File: config.mk
export PLATFORM = sky130hd
export DESIGN_NAME = aes_edn_responder
export DESIGN_NICKNAME = d
export VERILOG_FILES = /design/src/rtl/aes_edn_responder.sv
export SDC_FILE = /design/constraint.sdc
export NUM_CORES = 1
export LEC_CHECK = 0
export ABC_AREA = 0
export CORE_MARGIN = 1.5
export CORE_UTILIZATION = 63
export CTS_CLUSTER_DIAMETER = 60
export DETAILED_ROUTE_END_ITERATION = 10
export PLACE_DENSITY = 0.91
export SYNTH_ARGS = -nofsm -noshare
export SYNTH_HDL_FRONTEND = slang
export SYNTH_SLANG_ARGS = --single-unit
File: constraint.sdc
create_clock -name clk_i -period 7.09 [get_ports clk_i]
set_input_delay 1.0635 -clock clk_i [delete_from_list [all_inputs] [get_ports clk_i]]
set_output_delay 1.0635 -clock clk_i [all_outputs]
set_load 0.005 [all_outputs]
File: src/rtl/aes_edn_responder.sv
// aes_edn_responder: packs raw entropy chunks, health-checks repeats, buffers words and serves them on req/ack.
// Optional: define AES_EDN_RSP_DATA_MASK_EN to hide entropy_o outside of an ack cycle.
module aes_edn_responder #(
    parameter int unsigned SrcWidth     = 16,
    parameter int unsigned EntropyWidth = 32,
    parameter int unsigned Depth        = 4,
    parameter int unsigned RepLimit     = 3,
    parameter int unsigned StarveLimit  = 64
) (
    input  logic                     clk_i,
    input  logic                     rst_i,
    input  logic                     src_valid_i,
    input  logic [SrcWidth-1:0]      src_data_i,
    output logic                     src_ready_o,
    input  logic                     entropy_req_i,
    output logic                     entropy_ack_o,
    output logic [EntropyWidth-1:0]  entropy_o,
    input  logic                     clear_i,
    output logic                     alert_o,
    output logic                     starve_o,
    output logic [$clog2(Depth):0]   level_o
);
    localparam int unsigned Chunks = EntropyWidth / SrcWidth;
    localparam int unsigned AW     = $clog2(Depth);
    localparam int unsigned LW     = AW + 1;
    localparam int unsigned CW     = (Chunks > 1) ? $clog2(Chunks) : 1;
    localparam int unsigned RW     = $clog2(RepLimit + 1);
    localparam int unsigned SW     = $clog2(StarveLimit + 1);

    typedef enum logic [1:0] {IDLE, ACTIVE, STARVED} state_e;

    logic [EntropyWidth-1:0] pack_q, pack_d, word_q, prev_q, head;
    logic [EntropyWidth-1:0] mem_q [Depth];
    logic [CW-1:0]           chunk_q;
    logic [AW-1:0]           wptr_q, rptr_q;
    logic [LW-1:0]           count_q;
    logic [RW-1:0]           rep_q;
    logic [SW-1:0]           starve_cnt_q, starve_cnt_d;
    logic                    word_vld_q, prev_vld_q, alert_q, starve_q;
    logic                    accept, last, repeat_w, push, empty, ack;
    state_e                  state_q;

    assign accept   = src_valid_i & src_ready_o;
    assign last     = chunk_q == CW'(Chunks - 1);
    assign repeat_w = word_vld_q & prev_vld_q & (word_q == prev_q);
    assign push     = word_vld_q & ~repeat_w;
    assign empty    = count_q == '0;
    assign head     = mem_q[rptr_q];
    assign ack      = entropy_req_i & ~empty & ~alert_q & ~rst_i;

    // a pending packed word counts against capacity so it always has a slot
    assign src_ready_o   = ~rst_i & ~alert_q & ((count_q + LW'(word_vld_q)) < LW'(Depth));
    assign entropy_ack_o = ack;
    assign alert_o       = alert_q;
    assign starve_o      = starve_q;
    assign level_o       = count_q;
`ifdef AES_EDN_RSP_DATA_MASK_EN
    assign entropy_o = ack ? head : '0;
`else
    assign entropy_o = empty ? '0 : head;
`endif

    always_comb begin
        pack_d = pack_q;
        pack_d[32'(chunk_q) * SrcWidth +: SrcWidth] = src_data_i;
    end

    always_ff @(posedge clk_i) begin
        if (rst_i) begin
            pack_q     <= '0;
            word_q     <= '0;
            chunk_q    <= '0;
            word_vld_q <= 1'b0;
        end else begin
            word_vld_q <= 1'b0;
            if (accept) begin
                pack_q  <= pack_d;
                chunk_q <= last ? '0 : chunk_q + CW'(1);
                if (last) begin
                    word_q     <= pack_d;
                    word_vld_q <= 1'b1;
                end
            end
        end
    end

    always_ff @(posedge clk_i) begin
        if (push) mem_q[wptr_q] <= word_q;
    end

    always_ff @(posedge clk_i) begin
        if (rst_i) begin
            wptr_q     <= '0;
            rptr_q     <= '0;
            count_q    <= '0;
            prev_q     <= '0;
            prev_vld_q <= 1'b0;
            rep_q      <= '0;
            alert_q    <= 1'b0;
        end else begin
            if (push) wptr_q <= wptr_q + AW'(1);
            if (ack) rptr_q <= rptr_q + AW'(1);
            count_q <= count_q + LW'(push) - LW'(ack);
            if (repeat_w) begin
                if (rep_q == RW'(RepLimit - 1)) alert_q <= 1'b1;
                else rep_q <= rep_q + RW'(1);
            end else if (push) begin
                prev_q     <= word_q;
                prev_vld_q <= 1'b1;
                rep_q      <= '0;
            end
            if (clear_i) begin
                alert_q    <= 1'b0;
                prev_vld_q <= 1'b0;
                rep_q      <= '0;
            end
        end
    end

    always @(posedge clk_i) begin
        if (!rst_i) assert (!(push && count_q == LW'(Depth)));
    end

    // entering STARVED counts as the first starved cycle
    always_comb starve_cnt_d = (state_q != STARVED) ? SW'(1) :
                               (starve_cnt_q == SW'(StarveLimit)) ? starve_cnt_q : starve_cnt_q + SW'(1);

    always_ff @(posedge clk_i) begin
        if (rst_i) begin
            state_q      <= IDLE;
            starve_cnt_q <= '0;
            starve_q     <= 1'b0;
        end else begin
            state_q      <= !entropy_req_i ? IDLE : (empty ? STARVED : ACTIVE);
            starve_cnt_q <= (entropy_req_i & empty) ? starve_cnt_d : '0;
            if (entropy_req_i & empty & (starve_cnt_d == SW'(StarveLimit))) starve_q <= 1'b1;
            if (clear_i) starve_q <= 1'b0;
        end
    end
endmodule

Word level (Yosys, flattened, before mapping)
Memory sizes are Yosys's and may differ from the RTL's. A register that Yosys moved wholly into a read port is not among the register bits.
Cells that the tools add are included.
- bits in writable memories: 128
- output and inout port bits: 39
- bits of input ports: 21
- flip-flop bits (word level): 119
- word-level logic and storage cells: 75
- memories: 1
- memory list (memory ; words ; bits a word ; rd ports ; clocked after Yosys merged registers in ; write ports ; RTL line ; source):
    mem_q ; 4 ; 32 ; 1 ; 1 ; 1 ; 33 ; logic [EntropyWidth-1:0] mem_q [Depth];
- bitwise logic cells: 18
- $add $sub $neg: 9
- reductions and logical operators: 10
- eq/ne operators: 6
- shift-type cells: 2
- multiplexer cells: 14
- magnitude comparators: 1
- operator list (operator ; number):
    $neg 5->34 ; 1
    $shift 16x34->32 const A ; 1
    $shiftx 16x34->32 ; 1
    $bwmux 32 ; 1
    $eq 32x32->1 ; 1
    $mux 32 ; 1
    $eq 7x7->1 const B ; 2
    $mux 7 ; 2
    $mux 2 ; 6
    $and 1x1->1 ; 11
    $reduce_and 2->1 ; 4
    $reduce_or 2->1 ; 4
    $add 7x1->7 const B ; 1
    $not 1->1 ; 7
    $add 2x1->2 const B ; 3
    $add 3x1->3 ; 2
    $mux 1 ; 4
    $ne 2x2->1 const B ; 2
    $logic_not 3->1 ; 1
    $lt 3x3->1 const B ; 1
    $sub 3x1->3 ; 1
    $eq 2x2->1 const B ; 1
    $reduce_bool 2->1 ; 1
    $add 1x1->1 const B ; 1

Depth between registers and ports, before layout
Gate-level depths: netlist (run 1).
- word-level depth: 7
- depth in mapped cells: 15
- depth with buffers taken out: 13

Least setup slack after synthesis (run 1)
Ideal clock, no wire load.
- path type: input -> register
- from: in rst_i
- to: reg count_q[2], in the netlist level_o[2]
- stages on the path: 10
- data arrival time: 2.804 ns
- path slack: 4.158 ns
- cell sequence: nand2b_1 nor3_1 ha_1 inv_1 ha_1 inv_1 fa_1 xor2_1 xnor2_1 nor2_1
- cells in the longest elaborated chain, start to end: 3
- ends and longest elaborated chain (element ; RTL line ; source):
    start, declared ; 11 ; input logic rst_i,
    $not 1->1 ; 49 ; assign ack = entropy_req_i & ~empty & ~alert_q & ~rst_i;
    $and 1x1->1 ; 49 ;
    net entropy_ack_o ; 16 ; output logic entropy_ack_o,
    $sub 3x1->3 ; 103 ; count_q <= count_q + LW'(push) - LW'(ack);
    end signal, assigned ; 103 ;
    end, declared ; 36 ; logic [LW-1:0] count_q;
The timed path passes the listed nets, and every way through them passes these cells.
A chain may end at the register's enable or synchronous reset.

Worst setup path in the final report (run 1)
- from: in rst_i
- to: out entropy_ack_o
- cells in the longest elaborated chain, start to end: 2
- ends and longest elaborated chain (element ; RTL line):
    $not 1->1 ; 49
    $and 1x1->1 ; 49
    end, declared ; 16
Every way passes these cells.

==> results of run 1 <==
[worst reg2reg max path: cells and delay by family, from the launching register on]
kind,cells,cell delay [ns]
simple gates,3,0.98
buf+inv,2,1.04
flops,1,0.53
xor+xnor,1,0.15
compound gates,1,0.19
[registers in the layout, indices dropped and copies added (netlist names), named ones only]
register,count
starve_o,1
word_vld_q,1
level_o,3
chunk_q,1
alert_o,1
prev_vld_q,1
wptr_q,2
state_q,2
prev_q,32
rep_q,2
pack_q,16
mem_q,128
rptr_q,2
word_q,32
starve_cnt_q,7
[synth_stat cells (5+ instances only)]
cell | n | area share (%)
nor2b_1 | 34 | 2.2
clkbuf_1 | 22 | 0.87
dfxtp_1 | 105 | 22
buf_2 | 11 | 0.58
mux4_2 | 32 | 7.6
xnor2_1 | 37 | 3.4
ha_1 | 9 | 1.2
a21oi_1 | 34 | 1.8
nand3_1 | 6 | 0.32
inv_1 | 9 | 0.36
buf_6 | 5 | 0.59
edfxtp_1 | 128 | 41
nand2b_1 | 63 | 4.2
nand4_1 | 10 | 0.66
and2_1 | 7 | 0.46
nand2_1 | 73 | 2.9
nor2_1 | 41 | 1.6
mux2i_1 | 50 | 5.3
[report_power, final]
| part | switching (mW) | total [mW] | internal (mW) |
|---|---|---|---|
| clock | 0.482 | 1.18 | 0.699 |
| sequential | 0.0332 | 1.48 | 1.44 |
| combinational | 0.212 | 0.485 | 0.272 |
[metal layers]
| metal | vias up | GRT usage, % | wire length (um) |
|---|---|---|---|
| met3 | 49 | 2.889 | 1227 |
| met2 | 224 | 43.77 | 10100 |
| met4 | 0 | 9.826 | 603 |
| met5 | - | 0 | 0 |
| met1 | 2899 | 34.28 | 8027 |
| li1 | 2615 | - | - |
[cells by family after synthesis]
family,after synthesis,share of synthesized area (%)
xor+xnor,41,3.789
flops,233,62.74
buf+inv,49,2.482
mux,85,13.24
compound gates,46,2.891
simple gates,248,13.45
fa+ha+maj,10,1.400
[layout make-up]
| cell class | instances | area [um^2] | area share (%) |
|---|---|---|---|
| Clock inverter | 10 | 98.84 | 0.9049 |
| Inverter | 10 | 37.54 | 0.3436 |
| Timing Repair Buffer | 69 | 660.6 | 6.048 |
| Multi-Input combinational cell | 430 | 3316 | 30.36 |
| Tap cell | 184 | 230.2 | 2.108 |
| Clock buffer | 30 | 633.1 | 5.796 |
| Sequential cell | 233 | 5947 | 54.44 |
[final timing paths]
check	startpoint	to	slack [ns]	cells past startpoint
min	pack_q[3]	word_q[3]	0.46	2
min reg2reg	pack_q[3]	word_q[3]	0.46	2
max reg2reg	word_q[12]	mem_q[1][9]	3.84	7
max	rst_i	entropy_ack_o	3.11	5
[stage by stage]
| stage | std cells | area (um^2) | power, mW | util (%) |
|---|---|---|---|---|
| 2_1_floorplan | 712 | 9477 | 1.745 | - |
| 3_3_place_gp | 926 | 10190 | 1.971 | 69.85 |
| 3_5_place_dp | 926 | 10190 | 1.989 | 69.85 |
| 4_1_cts | 966 | 10920 | 3.157 | 74.87 |
| 5_1_grt | 966 | 10920 | 3.249 | 74.87 |
| 6_report | 966 | 10920 | 3.142 | 74.87 |
==> metrics.md, run 1 <==
| Metric | Value |
|---|---|
| Status | completed |
| Mapped Nets | 743 |
| Growth of design area from synthesis to finish | 15.26% |
| Hold_buf cts | 0 |
| Largest stage delay on the critical path | 0.60 ns |
| Clock buffer depth | 3 |
| Resized Gates After CTS | 0 |
| Total GRT Usage | 25.66% |
| Synth Warn # | 0 |
| Setup Crit Path Kind | in2out |
| Placeable core area | 14590 um^2 |
| Global-route wire length before repair | 31.73 mm |
| Die H | 125.6 um |
| Vias per cell | 5.991 |
| CTS root buffer | clkbuf_16 |
| Critical Path Fanout Max | 124 |
| Max cap viols | 0 |
| DP HPWL | 12.10 mm |
| Static Leak | 3.494 nW |
| Sequential share of the synthesized area | 62.74% |
| EDFF count, synth | 128 |
| # Post-CTS Setup Buffers | 0 |
| Initial Util | 64.96% |
| IO Count | 60 |
| Dpl ws | 3.115 ns |
| Final Max Tran Viols | 0 |
| Worst min path class | reg2reg |
| Skew final | 0.007503 ns |
| CP max stage cell | clkdlybuf4s50_1 |
| Fillers | 799 |
| # setup viols final | 0 |
| Clk Latency, worst-skew pair | 0.50 ns |
| Die span in x | 125.6 um |
| Most common cell after layout, fill and taps aside | edfxtp_1 |
| Post-route minimum period | 3.981 ns |
| Gpl congestion | 0.7826 |
| Via count | 5787 |
| Number of global-route vias before repair | 5977 |
| Slew @ Worst Pin | 1.142 ns |
| CTS H-tree depth | 1 |
| DR DRC count | 0 |
| Worst path buffer plus inverter count | 3 |
| RSZ-0062 raised after global routing | false |
| Power per standard cell area | 287.7 nW/um^2 |
| Clock sink total | 233 |
| 1st-iter DRT viols | 551 |
| CP arrival | 2.92 ns |
| TritonCTS Buffers | 22 |
| Avg Inst Size Synth | 13.31 um^2 |
| Port buffer count | 59 |
| CTS tree | done |
| CP Launch Type | input port |
| Critical Path RT | 6.03 ns |
| Initial antenna violation count | 0 |
| Largest net degree at the start of global routing | 125 |
| Setup TNS | 0 ns |
| Worst Slack Setup Final | 3.109 ns |
| Mapped Area | 9477 um^2 |
| Die area | 15790 um^2 |
| Relative slew slack | 23.66% |
| ANT nets after route | 0 |
| FF+latch count, synth | 233 |
| Routed wire length | 19.96 mm |
| Diode count | 0 |
| CP endpoint kind | output port |
| Worst-case hold slack | 0.4630 ns |
| Async set-reset flop share out of synthesis | 0% |
| Pre-antenna DRT Iters | 5 |
| Worst path cell trace | buf_2, buf_4, nand2b_1, nor3_1, clkdlybuf4s50_1 |
| # rows | 44 |
| Reg clk slew, reported paths | 0.06 ns |
| Final Hold Viols | 0 |
| Peak VDD IR | 0.0003128 V |
| Tcrit/Tclk final | 56.15% |
| Delay-heaviest family, CP | buffers and inverters |
| Routed WL per cell | 20.66 um |
| Overflow after GRT | 0 |
| Layout cells sized above 1 | 11.13% |
| Synth Instances | 712 |
| Top FF cell, synth | edfxtp_1 |
| Library cells used by synthesis | 41 |
| Final nets | 797 |
| Max Clock Freq | 251.2 MHz |
| Most frequent cells in the layout | 128 x edfxtp_1, 104 x dfxtp_1, 73 x nand2_1, 63 x nand2b_1, 58 x clkdlybuf4s50_1 |
No activity file was read; power rests on OpenSTA's default activity.
==> run 2, diff against run 1 <==
CORE_UTILIZATION = 53   (was 63)
PLACE_DENSITY = 0.82   (was 0.91)
clock period = 3.59 ns   (was 7.09 ns; I/O delays follow)
==> metrics.md, run 2 (synthesis results as in run 1) <==
| Metric | Value |
|---|---|
| # rows | 48 |
| Largest net degree at the start of global routing | 123 |
| Peak VDD IR | 0.0003580 V |
| Routed WL per cell | 19.11 um |
| Largest stage delay on the critical path | 0.74 ns |
| Final Hold Viols | 0 |
| Critical Path Fanout Max | 16 |
| Hold Path Depth | 3 |
| CTS root buffer | clkbuf_16 |
| CP Launch Type | register |
| Placeable core area | 17360 um^2 |
| Initial antenna violation count | 0 |
| # setup viols final | 0 |
| Skew final | 0.01610 ns |
| Worst path buffer plus inverter count | 2 |
| Overflow after GRT | 0 |
| Reg2reg start | word_q[15] |
| Clock sink total | 233 |
| # Post-CTS Setup Buffers | 0 |
| Largest regs | mem_q x128, prev_q x32, word_q x32 |
| Reg with most FFs | mem_q |
| Die H | 136.7 um |
| Placed Area | 10280 um^2 |
| CTS tree | done |
| Worst path cell trace | buf_4, mux4_2, nor2b_1, clkdlybuf4s50_1 |
| Pre-antenna DRT Iters | 5 |
| Number of global-route vias before repair | 5653 |
| Worst min path class | in2reg |
| Max cap viols | 0 |
| Max reg flops | 128 |
| CP max stage cell | dfxtp_2 |
| Diode count | 0 |
| Final Instance Area | 10990 um^2 |
| Reg clk slew, reported paths | 0.06 ns |
| Final nets | 801 |
| Fillers | 1195 |
| Power per standard cell area | 557.6 nW/um^2 |
| Most common cell after layout, fill and taps aside | edfxtp_1 |
| R2R Setup Slk | 0.58 ns |
| Delay-heaviest family, CP | buffers and inverters |
| Relative slew slack | 29.86% |
| Layout cells sized above 1 | 11.85% |
| CP endpoint kind | output port |
| Total GRT Usage | 21.32% |
| Max Clock Freq | 305.8 MHz |
| DR DRC count | 0 |
| Port buffer count | 59 |
| Clk Latency, worst-skew pair | 0.50 ns |
| ANT nets after route | 0 |
| Setup TNS | 0 ns |
| Static Leak | 3.490 nW |
| Die span in x | 136.7 um |
| Resized Gates After CTS | 0 |
| Setup Crit Path Kind | reg2out |
| Tcrit/Tclk final | 91.09% |
| Routed wire length | 19.30 mm |
| Most frequent cells in the layout | 128 x edfxtp_1, 104 x dfxtp_1, 73 x nand2_1, 63 x nand2b_1, 58 x clkdlybuf4s50_1 |
| Clock buffer depth | 3 |
| RSZ-0062 raised after global routing | false |
| Critical Path RT | 3.05 ns |
| Growth of design area from synthesis to finish | 15.96% |
| Final Max Tran Viols | 0 |
| Post-route minimum period | 3.270 ns |
| Gpl congestion | 0.8488 |
| Power Total | 6.128 mW |
| Hold path start | rst_i |
| Slew @ Worst Pin | 1.052 ns |
| CTS H-tree depth | 1 |
| Via count | 5644 |
| TritonCTS Buffers | 22 |
| CP arrival | 2.73 ns |
| Status | completed |
| Hold EP | state_q[0] |
| Die area | 18690 um^2 |
| Initial Util | 54.60% |
| Depth of the worst register-to-register path | 13 |
| Global-route wire length before repair | 30.24 mm |
| Worst r2r dst | level_o[2] |
| Hold_buf cts | 0 |
| DP HPWL | 12.38 mm |
| 1st-iter DRT viols | 403 |
| IO Count | 60 |
| Vias per cell | 5.588 |
## run 2: cell count changes in the layout (fill, tap and decap cells not counted), sizes merged
cell      change
buf           +4
clkinvlp      +3
clkbuf        -1
clkinv        -2
bufinv        -1
## run 2: layout make-up
type / count / area, um^2 / share of cell area, %
clock inverter: 10 / 96.34 / 0.8767
inverter: 10 / 37.54 / 0.3416
timing repair buffer: 73 / 703.2 / 6.399
multi-input combinational: 430 / 3316 / 30.17
clock buffer: 29 / 608.1 / 5.533
tap: 225 / 281.5 / 2.562
sequential: 233 / 5947 / 54.12
## run 2: worst max-delay path by stage
stage | to | slack, ns | cells past startpoint
5_1_grt | entropy_o[7] | 0.13 | 4
4_1_cts | entropy_o[7] | 0.25 | 4
6_report | entropy_o[0] | 0.32 | 4
2_1_floorplan | level_o[2] | 0.83 | 15
3_5_place_dp | level_o[2] | 0.59 | 11
3_3_place_gp | level_o[2] | 0.72 | 11
## run 2: metrics by stage
step | instances | setup WS, ns | utilization, % | hold WS (ns)
2_1_floorplan | 712 | 0.8306 | - | 0.4315
4_1_cts | 1010 | 0.2520 | 63.31 | 0.4057
3_3_place_gp | 971 | 0.7155 | 59.26 | 0.4410
6_report | 1010 | 0.3200 | 63.31 | 0.4211
3_5_place_dp | 971 | 0.5902 | 59.26 | 0.4432
5_1_grt | 1010 | 0.1270 | 63.31 | 0.4470
## run 2: layer usage
| layer | vias up | wire (um) | share of wire [%] | GRT usage (%) |
|---|---|---|---|---|
| li1 | 2613 | - | - | - |
| met2 | 157 | 9851 | 51 | 37.33 |
| met3 | 22 | 787 | 4.1 | 2.407 |
| met5 | - | 0 | 0 | 0 |
| met1 | 2852 | 8300 | 43 | 28.01 |
| met4 | 0 | 362 | 1.9 | 6.383 |
## run 2: worst min-delay path: cells and delay by family
| kind | cells | cell delay (ns) |
|---|---|---|
| simple gates | 2 | 0.20 |
| buf+inv | 1 | 0.12 |
## run 2: where the power goes
group	internal, mW	total [mW]	switching (mW)
registers	2.85	2.92	0.0738
logic	0.545	0.976	0.431
clock network	1.28	2.23	0.951
